[config.mk]
export PLATFORM = sky130hd
export DESIGN_NAME = speed_ctrl
export DESIGN_NICKNAME = d
export VERILOG_FILES = /design/src/rtl/speed_ctrl.sv
export SDC_FILE = /design/constraint.sdc
export NUM_CORES = 1
export LEC_CHECK = 0
export ABC_AREA = 1
export CAP_MARGIN = 20
export CORE_AREA = 5 5 110 112
export DETAILED_ROUTE_END_ITERATION = 10
export DIE_AREA = 0 0 115 117
export PLACE_DENSITY = 0.71
export RECOVER_POWER = 50
export SYNTH_ARGS = -nofsm -noshare
export SYNTH_HDL_FRONTEND = slang
export SYNTH_SLANG_ARGS = --single-unit
export TNS_END_PERCENT = 50
[constraint.sdc]
create_clock -name clk -period 2.5 [get_ports clk]
set_input_delay 0.5 -clock clk [delete_from_list [all_inputs] [get_ports clk]]
set_output_delay 0.5 -clock clk [all_outputs]
set_load 0.1 [all_outputs]
[src/rtl/speed_ctrl.sv]
// ---------------------------------------------------------------------------
// speed_ctrl
//   Speed and pause controller for a running-light display. The three
//   pushbuttons are synchronized and debounced. Each rising edge of a
//   debounced level becomes a one-cycle press event. A prescaler then turns
//   the current speed into a periodic one-cycle enable pulse (ce).
//
// Parameters
//   DEB_CYCLES : stable synchronized cycles before a button level is accepted (>= 2)
//   BASE_DIV   : tick period in clk cycles at speed 7
//   SPEED_INIT : speed loaded at reset (0..7)
//   CNT_W      : prescaler width; BASE_DIV*128 must fit in 2**CNT_W
//
// Ports
//   clk        : single clock, rising edge
//   rst        : synchronous active-high reset
//   btn_up     : raw button, high = pressed, increments speed
//   btn_dn     : raw button, high = pressed, decrements speed
//   btn_pause  : raw button, high = pressed, toggles pause
//   ce         : registered one-cycle enable pulse for the running light
//   speed      : current speed, 0 = slowest, 7 = fastest
//   paused     : high while tick generation is halted
// ---------------------------------------------------------------------------
module speed_ctrl #(
  parameter int DEB_CYCLES = 500000,
  parameter int BASE_DIV   = 390625,
  parameter int SPEED_INIT = 4,
  parameter int CNT_W      = 27
) (
  input  logic       clk,
  input  logic       rst,
  input  logic       btn_up,
  input  logic       btn_dn,
  input  logic       btn_pause,
  output logic       ce,
  output logic [2:0] speed,
  output logic       paused
);

  localparam int DEB_W = $clog2(DEB_CYCLES);
  localparam logic [DEB_W-1:0] DEB_LAST = DEB_W'(DEB_CYCLES - 1);
  localparam logic [DEB_W-1:0] DEB_ONE  = DEB_W'(1);
  localparam logic [CNT_W-1:0] BASE     = CNT_W'(BASE_DIV);
  localparam logic [CNT_W-1:0] CNT_ONE  = CNT_W'(1);

  // Button order: 0 = up, 1 = down, 2 = pause.
  logic [2:0] btn_raw;
  logic [2:0] evt;

  assign btn_raw = {btn_pause, btn_dn, btn_up};

  genvar gi;
  generate
    for (gi = 0; gi < 3; gi++) begin : g_btn
      logic             sync1_reg;
      logic             sync2_reg;
      logic             deb_reg;
      logic             deb_prev_reg;
      logic [DEB_W-1:0] deb_cnt_reg;

      always_ff @(posedge clk) begin
        if (rst) begin
          sync1_reg    <= 1'b0;
          sync2_reg    <= 1'b0;
          deb_reg      <= 1'b0;
          deb_prev_reg <= 1'b0;
          deb_cnt_reg  <= '0;
        end else begin
          sync1_reg    <= btn_raw[gi];
          sync2_reg    <= sync1_reg;
          deb_prev_reg <= deb_reg;
          // Any cycle where sync agrees with the accepted level restarts
          // the stability window. Short glitches therefore never complete it.
          if (sync2_reg == deb_reg) begin
            deb_cnt_reg <= '0;
          end else if (deb_cnt_reg == DEB_LAST) begin
            deb_reg     <= sync2_reg;
            deb_cnt_reg <= '0;
          end else begin
            deb_cnt_reg <= deb_cnt_reg + DEB_ONE;
          end
        end
      end

      // Only presses (rising edges of the accepted level) are events.
      assign evt[gi] = deb_reg & ~deb_prev_reg;
    end
  endgenerate

  logic [2:0]       speed_reg;
  logic [2:0]       speed_next;
  logic             paused_reg;
  logic             paused_next;
  logic             ce_reg;
  logic [CNT_W-1:0] cnt_reg;
  logic [CNT_W-1:0] period;

  // Each step down in speed doubles the tick period.
  assign period = BASE << (3'd7 - speed_reg);

  always_comb begin
    speed_next  = speed_reg;
    paused_next = paused_reg ^ evt[2];
    // Simultaneous up and down cancel. Requests at the rails are ignored.
    if (evt[0] && !evt[1] && speed_reg != 3'd7) begin
      speed_next = speed_reg + 3'd1;
    end else if (evt[1] && !evt[0] && speed_reg != 3'd0) begin
      speed_next = speed_reg - 3'd1;
    end
  end

  always_ff @(posedge clk) begin
    if (rst) begin
      speed_reg  <= 3'(SPEED_INIT);
      paused_reg <= 1'b0;
      cnt_reg    <= '0;
      ce_reg     <= 1'b0;
    end else begin
      speed_reg  <= speed_next;
      paused_reg <= paused_next;
      if (speed_next != speed_reg) begin
        // A real speed change restarts the period so the new rate takes
        // effect from a clean phase. This also covers a pause toggle in the same cycle.
        cnt_reg <= '0;
        ce_reg  <= 1'b0;
      end else if (paused_reg) begin
        // Hold the phase so counting resumes where it stopped.
        ce_reg <= 1'b0;
      end else if (cnt_reg == period - CNT_ONE) begin
        cnt_reg <= '0;
        ce_reg  <= 1'b1;
      end else begin
        cnt_reg <= cnt_reg + CNT_ONE;
        ce_reg  <= 1'b0;
      end
    end
  end

  assign ce     = ce_reg;
  assign speed  = speed_reg;
  assign paused = paused_reg;

endmodule

# Word-level counts from Yosys, hierarchy flattened

Index checks and enable logic that the tools add are counted.
W data, S select, Z words.

Add/subtract/negate cells: 8
Bitwise logic cells: 10
Reduce and logical (&&, ||, !) cells: 15
Equal/unequal tests: 9
Multiplexer cells: 4
Shifts and indexed selects: 1

Operator list:

| cell                    | count |
|---|---|
| $add A19 B1 Y19 const B | 3 |
| $eq A19 B19 Y1 const B  | 3 |
| $add A27 B1 Y27 const B | 1 |
| $eq A27 B27 Y1          | 1 |
| $mux W27                | 1 |
| $shl A19 B3 Y27 const A | 1 |
| $sub A27 B1 Y27 const B | 1 |
| $reduce_or A3 Y1        | 4 |
| $mux W3                 | 2 |
| $not A1 Y1              | 6 |
| $reduce_and A2 Y1       | 3 |
| $logic_and A1 B1 Y1     | 4 |
| $add A3 B1 Y3 const B   | 1 |
| $and A1 B1 Y1           | 3 |
| $eq A1 B1 Y1            | 3 |
| $ne A3 B3 Y1            | 1 |
| $ne A3 B3 Y1 const B    | 1 |
| $reduce_bool A3 Y1      | 1 |
| $sub A3 B1 Y3 const B   | 1 |
| $sub A3 B3 Y3 const A   | 1 |
| $logic_not A1 Y1        | 2 |
| $reduce_or A2 Y1        | 1 |
| $mux W1                 | 1 |
| $xor A1 B1 Y1           | 1 |

Output and inout bits: 5
Word-level logic and storage cells: 66
Input bits: 5
Bits in registers: 101

# Logic depth before layout (Yosys ltp)

Gate-level depths: netlist (run 1).

Word-level depth: 9
Mapped depth: 20
Gate-level depth less buffers: 17

# Worst setup path after synthesis (run 1)

Ideal clock, no wire load.

Kind: reg-to-reg
From: register speed_reg[0], in the netlist speed[0]
To: register cnt_reg[11]
Clock period less this slack: 3112 ps
Cell stages (with the launch flop): 16
Library setup time: 109 ps
Arrival: 3003 ps
Path slack: -612 ps
Path buffers: 1
Required time: 2391 ps
Cell sequence: dfxtp_1 > inv_1 > ha_1 > nand2_1 > nand3_1 > nor2_2 > nand2_1 > nand2_1 > nand3_1 > nand2_1 > nand3_1 > nor2_2 > nand3_2 > buf_6 > nand2_1 > inv_1

Word-level cells in the longest chain between the ends: 6

RTL lines:

| item                                                                    | line | RTL |
|---|---|---|
| start: declaration                                                      | 90   | `logic [2:0] speed_reg;` |
| start signal: assignment                                                | 114  | `speed_reg <= 3'(SPEED_INIT);` |
| start signal: assignment                                                | 119  | `speed_reg <= speed_next;` |
| parallel branches: the longest is 6 deep, another holds $sub A27 B1 Y27 | -    |  |
| end signal: assignment                                                  | 133  | `cnt_reg <= cnt_reg + CNT_ONE;` |
| end: declaration                                                        | 95   | `logic [CNT_W-1:0] cnt_reg;` |

Parallel ways; which one is timed is not known.
A chain may end at the register's enable or synchronous reset.

# Final worst setup path (run 1)

From: register speed_reg[1], in the netlist speed[1]
To: register cnt_reg[18]

Same word-level chain as after synthesis.

==> results_dict.tcl, run 1 <==
set metrics [dict create \
    outcome "finished clean" \
    met1_usage 0.287 \
    endpoint_kind "flop" \
    grt_max_degree 27 \
    placed_area_sq_um 6220 \
    yosysMostFrequentCell "nand2_1" \
    clkSlewWorstSetupHoldPaths_ns 0.07 \
    syn_avg_cell_area_sq_um 6.42 \
    synth_area_leader_cell "dfxtp_1" \
    setup_viol 0 \
    final.period_utilization 0.917 \
    path_class "flop to flop" \
    grtUsageMet3 0.0447 \
    cts_root_buf "clkbuf_16" \
    synth_seq_cells 101 \
    vdd_ir_drop_max_uv 556 \
    firstDrtPassIters 5 \
    tns_ns 0 \
    min_path_type "flop to flop" \
    powerDensity_nw_per_um2 479 \
    synth_area_sq_um 5920 \
    power_mw 3.16 \
    coreArea_sq_um 11100 \
    grt_pass1_wl_mm 23.2 \
    nNetsFinal 968 \
    drt_iter0_markers 480 \
    yosys_warnings 0 \
    cp_max_fo 20 \
    vias 5552 \
    overflow 0 \
    synth-edff-count 0 \
    drcViolationCount 0 \
    period_needed_ns 2.29 \
    rows 39 \
    async_flop_share 0 \
    syn_nets 942 \
    syn_to_final_growth_pct 11.4 \
    cts_tree "built" \
    max-slew-margin-rel 0.230 \
    final_util 0.593 \
    antenna_found_initial 0 \
    grtUsageTotal 0.214 \
    insertion_delay_ns 0.35 \
    cts-buffers-inserted 9 \
    fmax_mhz 436 \
    routed_wirelength_mm 13.7 \
    synth_top_flop_cell "dfxtp_1" \
    gp_congestion 1.00 \
    required_ns 2.76 \
    drive_gt1_frac 0.0850 \
    hpwl_mm 10.2 \
    cts_buffer_depth 2 \
    ys_seq_area_frac 0.342 \
    fin_skew_ns 0.00614 \
    htree_levels 3 \
    synth_common_cells "nand2_1, inv_1, nor2_1" \
    critPathLaunchType "flop" \
    dieArea_sq_um 13500 \
    final-hold-violation-count 0 \
    ant_nets 0 \
    vias_per_cell 5.07 \
    pin_count 10 \
    avgRoutedWirePerCell_um 12.5 \
    die_w_um 115 \
    syn_inst 922 \
    synth_cell_types 38 \
    drv_cap 0 \
    synthTopCellsByArea "dfxtp_1, nand2_1, inv_1" \
    p_leak_nw 2.81 \
    worst_slew_pin_slew_ns 1.16 \
    portBuffers 9 \
    grt_pass1_vias 5071 \
    grt_use_met2 0.347 \
    fin_area_sq_um 6590 \
    largest_reg_flops 57 \
    diodes 0 \
    arrival_ns 2.55 \
    yosys.area.top_type_share 0.342 \
    drv_slew 0 \
    busiest_layer "met2" \
    dieHeight_um 117 \
    start_util 0.532 \
    cts_sinks 101 \
]
[cells in the final DEF, fill, tap and decap left out, types with 8 or more instances in the layout]
cell type and instances:
nand3_1 73, ha_1 12, xor2_1 26, nor3_1 36
nand2_1 226, inv_1 142, nor2_2 8, nor2_1 116
clkbuf_16 9, a21oi_1 46, dfxtp_1 98, o21ai_0 30
nand4_1 21, buf_4 20
[worst paths after layout]
path,startpoint,slack [ns],cells past startpoint,to
max,speed[1]$_SDFF_PP0_,0.21,17,cnt_reg[18]$_SDFFE_PP0N_
min,g_btn[1].sync1_reg$_SDFF_PP0_,0.40,2,g_btn[1].sync2_reg$_SDFF_PP0_
max reg2reg,speed[1]$_SDFF_PP0_,0.21,17,cnt_reg[18]$_SDFFE_PP0N_
min reg2reg,g_btn[1].sync1_reg$_SDFF_PP0_,0.40,2,g_btn[1].sync2_reg$_SDFF_PP0_
[per-stage QoR]
| stage | setup slack [ns] | hold WS, ns | std cells |
|---|---|---|---|
| 2_1_floorplan | 0.00944 | 0.388 | 922 |
| 3_3_place_gp | 0.0332 | 0.391 | 1076 |
| 3_5_place_dp | 0.0288 | 0.394 | 1076 |
| 4_1_cts | 0.0463 | 0.399 | 1092 |
| 5_1_grt | -0.0264 | 0.434 | 1096 |
| 6_report | 0.207 | 0.399 | 1096 |
[area by class of cell]
class,count,area [sq um]
tap,143,179
clock buffer,11,243
fill,1105,4530
sequential,101,2030
timing repair buffer,30,245
multi-input combinational,653,3250
clock inverter,5,66.3
inverter,153,584
[routing by layer]
metal,wire length (um),part of all wire,vias up
met1,6560,0.48,2403
met3,784,0.057,29
met5,0,0,-
met2,6000,0.44,140
met4,335,0.024,0
li1,-,-,2980
[power by group]
part	internal (mW)	switching (mW)
sequential	1.62	0.0116
combinational	0.0250	0.0387
clock	0.817	0.651
[timing repair]
action | CTS | global route
hold buffers | 0 | 0
pin swaps | 0 | 1
buffers inserted | 0 | 4
endpoints found under the setup margin | 1 | 22
resized for setup | 1 | 13
[kinds of logic (layout without fill, tap and decap cells)]
group                    after synthesis  count (layout)  share of synthesized area
AND/OR/NAND/NOR                      512             512                      0.376
AO/OA/AOI/OAI                         97              97                     0.0907
adder cells (fa/ha/maj)               15              15                     0.0317
XOR/XNOR                              29              29                     0.0429
flip-flops                           101             101                      0.342
buffers and inverters                168             199                      0.117
[critical path: stages, from the launching register on]
cell        delay, ns
dfxtp_4          0.40
clkinvlp_4       0.16
ha_1             0.26
inv_2            0.10
nand2_1          0.08
nand2_1          0.07
nand2_1          0.10
nor2_4           0.15
nand3_4          0.10
nand2_1          0.07
nand2_1          0.06
nand2_1          0.06
nand2_1          0.07
nor2_1           0.12
nand3_2          0.11
buf_12           0.17
nand2_1          0.06
inv_1            0.04
Note: power is estimated with default switching activity, not from simulation.
==> inputs of run 2 (changes only) <==
--- a/config.mk
+++ b/config.mk
@@ -8,6 +8,7 @@
 export ABC_AREA = 1
 export CAP_MARGIN = 20
 export CORE_AREA = 5 5 110 112
+export CTS_CLUSTER_SIZE = 8
 export DETAILED_ROUTE_END_ITERATION = 10
 export DIE_AREA = 0 0 115 117
 export PLACE_DENSITY = 0.71
==> results of run 2 <==
Final layout, timing and power as in run 1 (identical DEF).
